## config.mk

```make
export PLATFORM = sky130hd
export DESIGN_NAME = wr_req_router
export DESIGN_NICKNAME = d
export VERILOG_FILES = /design/src/rtl/xbar_pkg.sv /design/src/rtl/wr_sel_decode.sv /design/src/rtl/wr_req_router.sv
export SDC_FILE = /design/constraint.sdc
export NUM_CORES = 1
export LEC_CHECK = 0
export ABC_CLOCK_PERIOD_IN_PS = 2610
export CAP_MARGIN = 20
export CELL_PAD_IN_SITES_DETAIL_PLACEMENT = 0
export CELL_PAD_IN_SITES_GLOBAL_PLACEMENT = 1
export CORE_UTILIZATION = 37
export CTS_BUF_LIST = sky130_fd_sc_hd__clkbuf_4 sky130_fd_sc_hd__clkbuf_8
export CTS_CLUSTER_DIAMETER = 50
export CTS_CLUSTER_SIZE = 20
export DETAILED_ROUTE_END_ITERATION = 12
export PLACE_DENSITY = 0.87
export SLEW_MARGIN = 40
export SYNTH_ARGS = -nofsm -noshare
export SYNTH_HDL_FRONTEND = slang
export SYNTH_HIERARCHICAL = 1
export SYNTH_SLANG_ARGS = --single-unit
```

## constraint.sdc

```tcl
create_clock -name i_clk -period 2.61 [get_ports i_clk]
set_input_delay 0.3915 -clock i_clk [delete_from_list [all_inputs] [get_ports i_clk]]
set_output_delay 0.3915 -clock i_clk [all_outputs]
set_load 0.1 [all_outputs]
```

## src/rtl/xbar_pkg.sv

```systemverilog
// xbar_pkg: crossbar types and constants shared by the request routers
package xbar_pkg;
  localparam int ERR_CNT_W = 8;
  typedef enum logic [1:0] {IDLE, BUSY, DONE} wr_state_e;
endpackage

```

## src/rtl/wr_sel_decode.sv

```systemverilog
// wr_sel_decode: binary slave select to one-hot vector plus out-of-range flag
module wr_sel_decode #(
  parameter int N_SLAVES = 4,
  parameter int SEL_W = $clog2(N_SLAVES)
) (
  input  logic [SEL_W-1:0]    sel,
  output logic [N_SLAVES-1:0] one_hot,
  output logic                out_of_range
);
  always_comb begin
    out_of_range = 32'(sel) >= N_SLAVES;
    for (int i = 0; i < N_SLAVES; i++) one_hot[i] = 32'(sel) == i;
  end
endmodule

```

## src/rtl/wr_req_router.sv

```systemverilog
// wr_req_router: steers one held write request to the selected slave port and
// returns a registered completion pulse with decode/timeout error status
module wr_req_router
  import xbar_pkg::*;
#(
  parameter int N_SLAVES = 4,
  parameter int ADDR_W = 32,
  parameter int DATA_W = 32,
  parameter int SEL_W = $clog2(N_SLAVES),
  parameter int TIMEOUT = 256
) (
  input  logic                       i_clk,
  input  logic                       i_rst_n,
  input  logic [SEL_W-1:0]           i_sel,
  input  logic [ADDR_W-1:0]          i_addr,
  input  logic [DATA_W-1:0]          i_wdata,
  input  logic                       i_req,
  output logic                       o_ack,
  output logic                       o_err,
  output logic [N_SLAVES-1:0]        o_req,
  output logic [N_SLAVES*ADDR_W-1:0] o_addr,
  output logic [N_SLAVES*DATA_W-1:0] o_wdata,
  input  logic [N_SLAVES-1:0]        i_ack,
  output logic [ERR_CNT_W-1:0]       o_err_cnt
);
  localparam int CNT_W = TIMEOUT > 1 ? $clog2(TIMEOUT) : 1;
  typedef struct packed {
    logic [SEL_W-1:0]  sel;
    logic [ADDR_W-1:0] addr;
    logic [DATA_W-1:0] wdata;
  } wr_req_t;
  wr_state_e state, nxt_state;
  wr_req_t lat;
  logic [CNT_W-1:0] cnt, nxt_cnt;
  logic [N_SLAVES-1:0] in_hot, lat_hot, req_d;
  logic [N_SLAVES*ADDR_W-1:0] addr_d;
  logic [N_SLAVES*DATA_W-1:0] wdata_d;
  logic in_oor, lat_oor, accept, sel_ack, expire, stay, fin, done_err;
  wr_sel_decode #(.N_SLAVES(N_SLAVES), .SEL_W(SEL_W)) u_in_dec (
    .sel(i_sel), .one_hot(in_hot), .out_of_range(in_oor)
  );
  wr_sel_decode #(.N_SLAVES(N_SLAVES), .SEL_W(SEL_W)) u_lat_dec (
    .sel(lat.sel), .one_hot(lat_hot), .out_of_range(lat_oor)
  );
  assign accept = state == IDLE && i_req;
  assign sel_ack = state == BUSY && !lat_oor && |(i_ack & lat_hot);
  assign expire = TIMEOUT != 0 && 32'(cnt) == TIMEOUT - 1;
  always_comb begin
    nxt_state = state;
    nxt_cnt = cnt;
    if (accept) begin
      nxt_state = in_oor ? DONE : BUSY;
      nxt_cnt = '0;
    end else if (state == BUSY) begin
      nxt_state = sel_ack || expire ? DONE : BUSY;
      nxt_cnt = cnt + 1'b1;
    end else if (state != IDLE) begin
      nxt_state = IDLE;
    end
  end
  assign stay = state == BUSY && nxt_state == BUSY;
  assign fin = nxt_state == DONE && state != DONE;
  // an ack sampled on the last timeout cycle still counts as success
  assign done_err = accept ? in_oor : state == BUSY && !sel_ack && expire;
  for (genvar g = 0; g < N_SLAVES; g++) begin : g_port
    assign req_d[g] = stay ? lat_hot[g] : accept && !in_oor && in_hot[g];
    assign addr_d[g*ADDR_W +: ADDR_W] = req_d[g] ? (stay ? lat.addr : i_addr) : '0;
    assign wdata_d[g*DATA_W +: DATA_W] = req_d[g] ? (stay ? lat.wdata : i_wdata) : '0;
  end
  always_ff @(posedge i_clk or negedge i_rst_n) begin
    if (!i_rst_n) begin
      state <= IDLE;
      lat <= '0;
      cnt <= '0;
      o_req <= '0;
      o_addr <= '0;
      o_wdata <= '0;
      o_ack <= 1'b0;
      o_err <= 1'b0;
      o_err_cnt <= '0;
    end else begin
      state <= nxt_state;
      cnt <= nxt_cnt;
      if (accept) lat <= '{sel: i_sel, addr: i_addr, wdata: i_wdata};
      o_req <= req_d;
      o_addr <= addr_d;
      o_wdata <= wdata_d;
      o_ack <= fin;
      o_err <= fin && done_err;
      if (fin && done_err && o_err_cnt != '1) o_err_cnt <= o_err_cnt + 1'b1;
    end
  end
endmodule
```

; ---- Word-level counts from Yosys, hierarchy flattened
; Index checks and enable logic that the tools add are counted.
[op_classes]
n_bitwise = 1
reduce_logical = 20
mux = 21
eq_ne = 12
addsub = 2
[op_table]
columns = operator, count
row1 = $mux 32, 10
row2 = $add 8x1->8 const B, 2
row3 = $mux 8, 2
row4 = $logic_and 1x1->1, 12
row5 = $eq 2x2->1 const B, 5
row6 = $eq 2x1->1 const B, 4
row7 = $eq 8x8->1 const B, 1
row8 = $mux 2, 4
row9 = $ne 8x8->1 const B, 1
row10 = $logic_not 2->1, 3
row11 = $mux 1, 5
row12 = $and 4x4->4, 1
row13 = $reduce_bool 2->1, 2
row14 = $reduce_or 4->1, 1
row15 = $ne 2x2->1 const B, 1
row16 = $logic_not 1->1, 1
row17 = $logic_or 1x1->1, 1
[word_totals]
ff_bits = 346
wordCells = 67
input_bits = 73
output_inout_bits = 270

; ---- Depth between registers and ports, before layout
; Gate-level depths: netlist (run 1).
[logic_depth]
ltp_word = 12
ltp_mapped = 8
mapped_depth_nobuf = 7

; ---- Modules after synthesis
; The synthesis (run 1) kept the hierarchy.
[by_module_without_submodules]
columns = module, area_per_inst_um2, instances, cells_per_inst, seq_area_each_um2
row1 = wr_req_router, 12699.7, 1, 960, 8658.3
row2 = wr_sel_decode, 37.5, 2, 6, 0.0

; ---- Least setup slack after synthesis (run 1)
; No wires, ideal clock.
[synth_timing]
path_kind = reg2reg
startpoint = register o_err_cnt[0]
endpoint = register o_err_cnt[1]
synth_period_minus_slack_ns = 2.211
t_arrival_ns = 2.086
setup_ns = 0.126
path_stages_with_launch = 7
setup_slack_ns = 0.399
n_path_buf = 0
t_required_ns = 2.484
cell_sequence = dfrtp_1 > ha_1 > and3_1 > nand2_1 > nor2_1 > nor2_1 > mux2_2
[synth_between]
elab_chain_len = 2
word_cells_on_any_way = 3
cone_classes = 1 x add/sub / 1 x eq/ne / 1 x reduce/logical
[synth_lines]
columns = item, line
row1 = from (decl), wr_req_router.sv:24  ; output logic [ERR_CNT_W-1:0] o_err_cnt
row2 = from (signal assigned), wr_req_router.sv:90  ; if (fin && done_err && o_err_cnt != '1) o_err_cnt <= o_err_cnt + 1'b1;
row3 = branches (longest 2 deep; another with $add 8x1->8), -
; Several ways; the timed one is not identified.
; A chain may end at the register's enable or synchronous reset.

; ---- Worst setup path after layout (run 1)
[layout_timing]
startpoint = register cnt[0]
endpoint = register o_wdata[5]
[layout_between]
elab_chain_len = 9
word_cells_on_any_way = 10
cone_classes = 2 x eq/ne / 6 x mux / 2 x reduce/logical
[layout_lines]
columns = item, line
row1 = from (decl), wr_req_router.sv:34  ; logic [CNT_W-1:0] cnt, nxt_cnt;
row2 = from (signal assigned), wr_req_router.sv:83  ; cnt <= nxt_cnt;
row3 = $eq 8x8->1 *, wr_req_router.sv:47  ; assign expire = TIMEOUT != 0 && 32'(cnt) == TIMEOUT - 1;
row4 = $logic_or 1x1->1 *, wr_req_router.sv:55  ; nxt_state = sel_ack || expire ? DONE : BUSY;
row5 = $mux 2 *, wr_req_router.sv:55
row6 = $mux 2 *, wr_req_router.sv:54  ; end else if (state == BUSY) begin
row7 = $mux 2 *, wr_req_router.sv:51  ; if (accept) begin
row8 = $eq 2x1->1 *, wr_req_router.sv:61  ; assign stay = state == BUSY && nxt_state == BUSY;
row9 = $logic_and 1x1->1 *, wr_req_router.sv:61
row10 = $mux 32 / $mux 1 (equally long branches), "wr_req_router.sv:68, wr_req_router.sv:66"
row11 = $mux 32 *, wr_req_router.sv:68  ; assign wdata_d[g*DATA_W +: DATA_W] = req_d[g] ? (stay ? lat.wdata : i_wdata) : '0;
row12 = named net wdata_d[5], wr_req_router.sv:37  ; logic [N_SLAVES*DATA_W-1:0] wdata_d;
row13 = to (signal assigned), wr_req_router.sv:87  ; o_wdata <= wdata_d;
row14 = to (decl), wr_req_router.sv:22  ; output logic [N_SLAVES*DATA_W-1:0] o_wdata,
; Mark *: on every way through the listed nets, which the timed path passes. The rest lies on a longest branch.

==> results of run 1 <==
[worst max-delay path, stage by stage, from the launching register on]
cell,delay [ns]
dfrtp_1,0.41
ha_1,0.23
and4b_1,0.25
nand3_1,0.18
o211a_2,0.26
and2_4,0.35
buf_12,0.25
a22o_1,0.16
[per-layer routing]
layer	track usage, %	part of all wire (%)	up-vias	routed length, um
met5	0	0	-	0
met4	6.22	2.9	0	1010
met3	4.21	6.8	64	2380
met2	32.8	48	342	16900
met1	24.8	42	4587	14700
li1	-	-	4124	-
[cell families after synthesis]
group,after synthesis,synth area share (%)
other,2,0.0588
AOI/OAI and AO/OA,275,18.6
and+or+nand+nor,264,8.74
DFF,346,67.8
xor gates and xnor gates,3,0.206
buffers and inverters,76,4.09
adders and majority gates,2,0.196
muxes,4,0.323
[Yosys cell counts, types with 2 or more instances]
cell type	n
conb_1	2
buf_4	6
a22o_1	258
nand2_1	214
nand3_1	11
xor2_1	3
inv_1	3
and2_4	4
a41oi_1	2
dfrtp_1	346
mux2i_1	3
o21ai_0	6
buf_2	28
and2_1	4
nor2b_1	2
clkbuf_1	14
and2_2	2
and3_1	3
buf_6	24
nor2_1	7
a21oi_1	3
ha_1	2
or2_2	5
and2b_2	2
nor3_1	2
[metrics by stage]
stage	util, %	setup WS [ns]	hold WS (ns)	cells	total power, W
final	49.8	0.421	0.372	1775	0.0188
after global routing	49.8	0.311	0.394	1774	0.0196
after CTS	49.8	0.386	0.359	1774	0.0189
after detailed placement	47.5	0.331	0.447	1718	0.0153
after global placement	47.5	0.351	0.443	1718	0.0152
after floorplan	-	0.399	0.0959	972	0.0132
[flip-flops by register name, indices dropped and copies added (netlist names), 2 cells and up]
name,cells
o_addr,128
o_err_cnt,8
cnt,8
state,2
o_req,4
o_wdata,128
lat,66
[worst paths after layout]
check / to / cells past startpoint / slack (ns)
worst max-delay path: o_wdata[5] / 7 / 0.42
worst min-delay path: o_wdata[114] / 2 / 0.37
worst max register to register: o_wdata[5] / 7 / 0.42
worst min register to register: cnt[6] / 1 / 0.48
max in group asynchronous: o_ack / 3 / 1.41
min in group i_clk: lat[52] / 3 / 0.42
[area by class of cell]
| type | count | area, um2 |
|---|---|---|
| Sequential cell | 346 | 8660 |
| Inverter | 3 | 11.3 |
| Multi-Input combinational cell | 550 | 3610 |
| Tap cell | 448 | 561 |
| Antenna cell | 1 | 2.50 |
| Fill cell | 2883 | 17000 |
| Clock buffer | 33 | 454 |
| Timing Repair Buffer | 372 | 3210 |
| Clock inverter | 22 | 319 |
[power by group through the flow]
stage | sequential, W | combinational, W | clock [W]
3_3_place_gp | 0.00748 | 0.00769 | 0
3_5_place_dp | 0.00752 | 0.00776 | 0
2_1_floorplan | 0.0115 | 0.00171 | 0
4_1_cts | 0.00741 | 0.00777 | 0.00377
5_1_grt | 0.00756 | 0.00808 | 0.00396
6_report | 0.00741 | 0.00773 | 0.00366
[what timing repair did]
item / in CTS / in global routing
endpoints found under the setup margin: 0 / 0
hold buffers: 1 / 0
hold endpoints to repair: 73 / 0
==> flow_metrics.env, run 1 <==
export IMPL_cts_buffers=31
export IMPL_drcViolationCount=0
export IMPL_cts_sinks=346
export IMPL_place_area_um2=16000
export IMPL_antenna_left=0
export IMPL_layout_nets=1379
export IMPL_seq_area_frac_synth_pct=67.8
export IMPL_design_area_um2=16800
export IMPL_synth_cell_types=41
export IMPL_synth_top_area_cell="dfrtp_1"
export IMPL_async_flop_share_pct=100
export IMPL_hp_class="input port to async pin"
export IMPL_die_area_um2=35300
export IMPL_comb_power_share_pct=41.1
export IMPL_max_slew_margin_pct=54.0
export IMPL_yosysWarnings=6
export IMPL_syn2layout_area_growth_pct=31.7
export IMPL_rows=67
export IMPL_synth_seq_cells=346
export IMPL_drt_first_pass_iters=5
export IMPL_crit_path_start="cnt[0]"
export IMPL_yosysTopAreaCellShare_pct=67.8
export IMPL_cp_arrival_ns=2.73
export IMPL_mostFrequentLayoutCells="dfrtp_1 (346), buf_4 (281), a22o_1 (258)"
export IMPL_grt_overflow=0
export IMPL_tns_ns=0
export IMPL_core_area_um2=33800
export IMPL_wl_um=35000
export IMPL_power_frac_seq_pct=39.4
export IMPL_via_count=9117
export IMPL_insertion_delay_ns=0.61
export IMPL_status="finished clean"
export IMPL_htree_num_levels=1
export IMPL_rsz0062_at_grt="false"
export IMPL_cts_resized=0
export IMPL_internal_power_w=0.00972
export IMPL_cap_violations=0
export IMPL_die_width_um=188
export IMPL_die_h_um=188
export IMPL_crit_type="flop to flop"
export IMPL_critPathRequiredTime_ns=3.15
export IMPL_synth_top_flop_cell="dfrtp_1"
export IMPL_fin_crit_sh_pct=83.9
export IMPL_synth_edf_count=0
export IMPL_ios=343
export IMPL_viasPerCell=5.14
export IMPL_worst_slew_pin_slew_ns=0.691
export IMPL_grt_pass1_wl_um=53700
export IMPL_grtUsageTotal_pct=19.4
export IMPL_ir_drop_mv=0.899
export IMPL_syn_num_nets=1047
export IMPL_io_buffer_count=342
export IMPL_start_kind="flop"
export IMPL_endpoint_kind="flop"
export IMPL_p_leak_nw=8.71
export IMPL_hold_viol=0
export IMPL_cts_root_buf="clkbuf_8"
export IMPL_start_util_pct=37.8
export IMPL_grt_max_degree=83
export IMPL_drive_above_1_share_pct=28.5
export IMPL_path_max_fanout=32
export IMPL_max_clock_path_buffers=3
export IMPL_drv_slew=0
export IMPL_tritoncts="yes"
export IMPL_dp_hpwl_um=22200
export IMPL_p_per_area_nw_per_um2=1120
export IMPL_synth_area_top_cells="dfrtp_1 (68%), a22o_1 (18%), nand2_1 (6.3%)"
export IMPL_p_clk_share_pct=19.5
export IMPL_gp_congestion=0.777
export IMPL_max_freq_ghz=0.457
export IMPL_syn_area_per_cell_um2=13.1
export IMPL_period_needed_ns=2.19
export IMPL_syn_area_um2=12800
export IMPL_synth_cells=972
export IMPL_r2r_start="cnt[0]"
export IMPL_drt_initial_drc_count=409
export IMPL_final_common_cell="dfrtp_1"
export IMPL_finalSetupViolations=0
export IMPL_cts_setup_buffers=0
export IMPL_fin_skew_ns=0.0262
export IMPL_p_switching_w=0.00908
export IMPL_grt_pass1_vias=9488
export IMPL_p_sw_share_pct=48.3
export IMPL_clk_pin_slew_ns=0.10
export IMPL_wl_per_cell_um=19.7
export IMPL_antenna_found_initial=2
(Power assumes the default switching activity.)
==> inputs of run 2 (changes only) <==
--- a/config.mk
+++ b/config.mk
@@ -5,7 +5,7 @@
 export SDC_FILE = /design/constraint.sdc
 export NUM_CORES = 1
 export LEC_CHECK = 0
-export ABC_CLOCK_PERIOD_IN_PS = 2610
+export ABC_CLOCK_PERIOD_IN_PS = 2060
 export CAP_MARGIN = 20
 export CELL_PAD_IN_SITES_DETAIL_PLACEMENT = 0
 export CELL_PAD_IN_SITES_GLOBAL_PLACEMENT = 1
==> constraint.sdc (replaced) <==
create_clock -name i_clk -period 2.06 [get_ports i_clk]
set_input_delay 0.309 -clock i_clk [delete_from_list [all_inputs] [get_ports i_clk]]
set_output_delay 0.309 -clock i_clk [all_outputs]
set_load 0.1 [all_outputs]
==> flow_metrics.env, run 2 (synthesis results as in run 1) <==
export IMPL_cts_buffers=31
export IMPL_mostFrequentLayoutCells="dfrtp_1 (344), buf_4 (301), a22o_1 (258)"
export IMPL_finalSetupViolations=0
export IMPL_die_width_um=188
export IMPL_grt_pass1_vias=9190
export IMPL_insertion_delay_ns=0.63
export IMPL_crit_type="flop to flop"
export IMPL_fin_skew_ns=0.0317
export IMPL_rsz0062_at_grt="false"
export IMPL_wl_per_cell_um=20.4
export IMPL_rows=67
export IMPL_dp_hpwl_um=23900
export IMPL_p_leak_nw=8.90
export IMPL_cts_root_buf="clkbuf_8"
export IMPL_syn2layout_area_growth_pct=34.4
export IMPL_crit_path_max_incr_delay_ns=0.44
export IMPL_start_util_pct=37.8
export IMPL_place_ws_ns=-0.0636
export IMPL_antenna_left=0
export IMPL_critPathRequiredTime_ns=2.63
export IMPL_reg_largest_list="o_addr x128, o_wdata x128, lat x66"
export IMPL_cts_sinks=346
export IMPL_grt_overflow=0
export IMPL_crit_slowest_cell="dfrtp_1"
export IMPL_drive_above_1_share_pct=30.3
export IMPL_io_buffer_count=342
export IMPL_final_common_cell="dfrtp_1"
export IMPL_max_slew_margin_pct=66.4
export IMPL_critical_path_top_delay_family="simple AND/OR/NAND/NOR gates"
export IMPL_drt_initial_drc_count=549
export IMPL_die_h_um=188
export IMPL_htree_num_levels=1
export IMPL_ios=343
export IMPL_viasPerCell=5.13
export IMPL_gp_congestion=0.790
export IMPL_grtUsageTotal_pct=20.1
export IMPL_ir_drop_mv=1.28
export IMPL_hold_viol=0
export IMPL_drcViolationCount=0
export IMPL_cp_arrival_ns=2.58
export IMPL_drt_first_pass_iters=5
export IMPL_core_area_um2=33800
export IMPL_clk_pin_slew_ns=0.11
export IMPL_layout_nets=1407
export IMPL_cp_buffers_inverters=1
export IMPL_diodes=0
export IMPL_wl_um=36800
export IMPL_drv_slew=0
export IMPL_antenna_found_initial=0
export IMPL_tns_ns=0
export IMPL_start_kind="flop"
export IMPL_period_needed_ns=2.01
export IMPL_worst_slew_pin_slew_ns=0.504
export IMPL_max_freq_ghz=0.498
export IMPL_final_core_util_pct=50.8
export IMPL_endpoint_kind="flop"
export IMPL_grt_pass1_wl_um=54800
export IMPL_p_per_area_nw_per_um2=1420
export IMPL_setup_ws_ns=0.0501
export IMPL_cap_violations=0
export IMPL_grt_max_degree=74
export IMPL_tritoncts="yes"
export IMPL_path_max_fanout=15
export IMPL_fin_crit_sh_pct=97.6
export IMPL_die_area_um2=35300
export IMPL_crit_chain="and2b_2 > a22o_1 > nor2_1 > o211a_4 > and2_4 > clkbuf_16 > a22o_1"
export IMPL_fillCellCount=2860
export IMPL_status="finished clean"
export IMPL_max_clock_path_buffers=3
export IMPL_hp_class="input port to async pin"
export IMPL_hold_slack_ns=0.208
export IMPL_cp_common_cell="a22o_1"
export IMPL_via_count=9263
==> run 2: timing repair <==
item	in CTS	in global routing
gates resized for setup	0	3
endpoints found under the hold margin	86	0
endpoints found under the setup margin	0	82
buffers inserted	0	1
hold buffers	1	0
==> run 2: final timing paths <==
path / from / to / slack (ns) / depth (start not counted)
setup / recovery: lat[65] / o_wdata[57] / 0.05 / 7
hold / removal: i_rst_n / o_wdata[71] / 0.21 / 2
setup reg to reg: lat[65] / o_wdata[57] / 0.05 / 7
hold reg to reg: cnt[6] / cnt[6] / 0.49 / 1
max in group asynchronous: i_rst_n / lat[59] / 1.11 / 3
min in group i_clk: i_sel[0] / lat[64] / 0.30 / 3
==> run 2: final cells by class <==
class                      count  area, um2  area share, %
sequential                   346       8660           50.5
clock inverter                26        370           2.16
timing repair buffer         400       3510           20.5
multi-input combinational    550       3610           21.1
tap                          448        561           3.27
inverter                       3       11.3         0.0656
clock buffer                  32        434           2.53
==> run 2: worst reg2reg max path: stages, from the launching register on <==
cell	delay [ns]
dfrtp_1	0.44
and2b_2	0.23
a22o_1	0.22
nor2_1	0.13
o211a_4	0.20
and2_4	0.31
clkbuf_16	0.28
a22o_1	0.15
==> run 2: metrics by stage <==
stage / total power [W] / cells / area, um2
3_3_place_gp: 0.0194 / 1742 / 16300
6_report: 0.0244 / 1805 / 17200
4_1_cts: 0.0244 / 1801 / 17100
2_1_floorplan: 0.0167 / 972 / 12800
3_5_place_dp: 0.0195 / 1742 / 16300
5_1_grt: 0.0254 / 1805 / 17200
==> run 2: routing by layer <==
layer	global-route usage, %	vias to the layer above	wire length [um]	part of all wire [%]
met5	0	-	0	0
met3	3.99	48	2320	6.3
met1	27.2	4674	16000	43
li1	-	4181	-	-
met2	33.0	360	17800	48
met4	5.03	0	671	1.8
==> run 2: power by group <==
group / total [W] / switching [W] / internal [W]
clock: 0.00487 / 0.00271 / 0.00216
sequential: 0.00943 / 0.00127 / 0.00816
combinational: 0.0101 / 0.00771 / 0.00237
total: 0.0244 / 0.0117 / 0.0127
==> inputs of run 3 (changes only) <==
--- a/config.mk
+++ b/config.mk
@@ -6,7 +6,6 @@
 export NUM_CORES = 1
 export LEC_CHECK = 0
 export ABC_CLOCK_PERIOD_IN_PS = 2060
-export CAP_MARGIN = 20
 export CELL_PAD_IN_SITES_DETAIL_PLACEMENT = 0
 export CELL_PAD_IN_SITES_GLOBAL_PLACEMENT = 1
 export CORE_UTILIZATION = 37
@@ -14,7 +13,7 @@
 export CTS_CLUSTER_DIAMETER = 50
 export CTS_CLUSTER_SIZE = 20
 export DETAILED_ROUTE_END_ITERATION = 12
-export PLACE_DENSITY = 0.87
+export PLACE_DENSITY_LB_ADDON = 0.1
 export SLEW_MARGIN = 40
 export SYNTH_ARGS = -nofsm -noshare
 export SYNTH_HDL_FRONTEND = slang
==> flow_metrics.env, run 3 (synthesis results as in run 1) <==
export IMPL_status="finished clean"
export IMPL_ir_drop_mv=0.994
export IMPL_crit_slowest_cell="dfrtp_1"
export IMPL_final_common_cell="dfrtp_1"
export IMPL_p_leak_nw=8.86
export IMPL_worst_slew_pin_slew_ns=0.594
export IMPL_cp_arrival_ns=2.45
export IMPL_via_count=9119
export IMPL_grt_pass1_wl_um=57100
export IMPL_start_kind="flop"
export IMPL_drv_slew=0
export IMPL_p_per_area_nw_per_um2=1410
export IMPL_drt_first_pass_iters=4
export IMPL_start_util_pct=37.8
export IMPL_crit_path_end="o_addr[89]"
export IMPL_io_buffer_count=342
export IMPL_p_switching_w=0.0116
export IMPL_hold_viol=0
export IMPL_crit_path_max_incr_delay_ns=0.40
export IMPL_grtUsageTotal_pct=21.1
export IMPL_grt_pass1_vias=9297
export IMPL_comb_power_share_pct=41.4
export IMPL_grt_max_degree=72
export IMPL_critPathRequiredTime_ns=2.55
export IMPL_wl_um=37400
export IMPL_cts_root_buf="clkbuf_8"
export IMPL_p_sw_share_pct=47.8
export IMPL_crit_path_start="cnt[1]"
export IMPL_power_frac_seq_pct=38.9
export IMPL_period_needed_ns=1.96
export IMPL_max_clock_path_buffers=3
export IMPL_insertion_delay_ns=0.55
export IMPL_drt_initial_drc_count=334
export IMPL_tritoncts="yes"
export IMPL_drcViolationCount=0
export IMPL_r2r_start="cnt[1]"
export IMPL_max_freq_ghz=0.509
export IMPL_grt_overflow=0
export IMPL_p_clk_share_pct=19.7
export IMPL_rsz0062_at_grt="true"
export IMPL_finalSetupViolations=0
export IMPL_max_slew_margin_pct=60.4
export IMPL_layout_nets=1403
export IMPL_cp_common_cell="buf_12"
export IMPL_reg_largest_list="o_addr x128, o_wdata x128, lat x66"
export IMPL_place_ws_ns=-0.0568
export IMPL_die_area_um2=35300
export IMPL_mostFrequentLayoutCells="dfrtp_1 (344), buf_4 (288), a22o_1 (258)"
export IMPL_wl_per_cell_um=20.7
export IMPL_ios=343
export IMPL_fin_crit_sh_pct=95.4
export IMPL_path_max_fanout=18
export IMPL_core_area_um2=33800
export IMPL_rows=67
export IMPL_die_h_um=188
export IMPL_dp_hpwl_um=23700
export IMPL_htree_num_levels=2
export IMPL_crit_type="flop to flop"
export IMPL_cap_violations=0
export IMPL_antenna_found_initial=2
export IMPL_clk_pin_slew_ns=0.10
export IMPL_drive_above_1_share_pct=30.4
export IMPL_cts_buffers=37
export IMPL_hp_class="input port to async pin"
export IMPL_worstReg2RegEnd="o_addr[89]"
export IMPL_cts_sinks=346
export IMPL_fin_skew_ns=0.0195
export IMPL_worst_r2r_setup_slack_ns=0.1
export IMPL_antenna_left=0
export IMPL_die_width_um=188
export IMPL_endpoint_kind="flop"
export IMPL_reg2reg_depth=8
export IMPL_gp_congestion=0.750
export IMPL_viasPerCell=5.05
export IMPL_syn2layout_area_growth_pct=34.0
export IMPL_internal_power_w=0.0126
export IMPL_cts_setup_buffers=0
export IMPL_setup_ws_ns=0.0952
export IMPL_crit_chain="ha_1 > and4b_1 > nand3_1 > o211a_2 > and2_4 > buf_12 > buf_12 > a22o_1"
export IMPL_finalPower_w=0.0242
==> run 3: cell types whose count changed in the layout (fill, tap and decap cells not counted), moves of 3 or more <==
| cell | change |
|---|---|
| clkbuf_8 | +10 |
| inv_12 | -3 |
| clkinv_2 | +4 |
| clkinv_4 | +4 |
| clkinvlp_4 | +3 |
| bufinv_16 | -3 |
| buf_12 | +7 |
| buf_4 | -13 |
| clkbuf_16 | -3 |
==> run 3: metrics by stage <==
step	cells	hold WS, ns	area [um2]	utilization, %	setup TNS, ns
floorplan	972	0.0134	12800	-	0
global placement	1736	0.197	16300	48.2	-0.164
detailed placement	1736	0.193	16300	48.2	-2.60
CTS	1805	0.186	17100	50.6	0
global route	1807	0.188	17100	50.7	-0.000309
finish	1807	0.200	17100	50.7	0
==> run 3: routing by layer <==
layer | routed length (um) | track usage, % | up-vias | part of all wire [%]
li1 | - | - | 4183 | -
met3 | 1990 | 3.97 | 48 | 5.3
met5 | 0 | 0 | - | 0
met4 | 780 | 5.88 | 0 | 2.1
met2 | 17800 | 33.4 | 279 | 48
met1 | 16800 | 29.5 | 4609 | 45
==> run 3: area by class of cell <==
cell class                 count  area (um2)
multi-input combinational    550        3610
clock inverter                26         234
clock buffer                  42         572
fill                        3020       16700
tap                          448         561
sequential                   346        8660
antenna                        2        5.00
timing repair buffer         390        3470
inverter                       3        11.3
==> run 3: power groups by stage <==
stage / Sequential, W / Clock (W) / Combinational (W)
floorplan: 0.0145 / 0 / 0.00217
global placement: 0.00952 / 0 / 0.0100
detailed placement: 0.00953 / 0 / 0.0101
CTS: 0.00941 / 0.00491 / 0.0101
global route: 0.00961 / 0.00522 / 0.0105
finish: 0.00940 / 0.00476 / 0.0100
==> run 3: how the worst min path moves through the flow <==
stage / slack (ns) / cells past startpoint / start / end
floorplan: 0.01 / 0 / i_rst_n / cnt[0]
global placement: 0.20 / 1 / i_rst_n / o_wdata[14]
detailed placement: 0.19 / 1 / i_rst_n / o_wdata[14]
CTS: 0.19 / 2 / i_rst_n / o_addr[109]
global route: 0.19 / 2 / i_rst_n / o_addr[109]
finish: 0.20 / 2 / i_rst_n / o_addr[109]
==> run 3: worst max-delay path, delay by kind of cell, from the launching register on <==
kind            cells  cell delay [ns]
flops               1             0.40
simple gates        3             0.58
fa+ha+maj           1             0.20
compound gates      2             0.39
buf+inv             2             0.33
==> run 3: timing repair <==
| item | 4_1_cts | 5_1_grt |
|---|---|---|
| hold endpoints to repair | 250 | 0 |
| endpoints found under the setup margin | 0 | 10 |
| hold buffers | 1 | 0 |
| resized for setup | 0 | 2 |
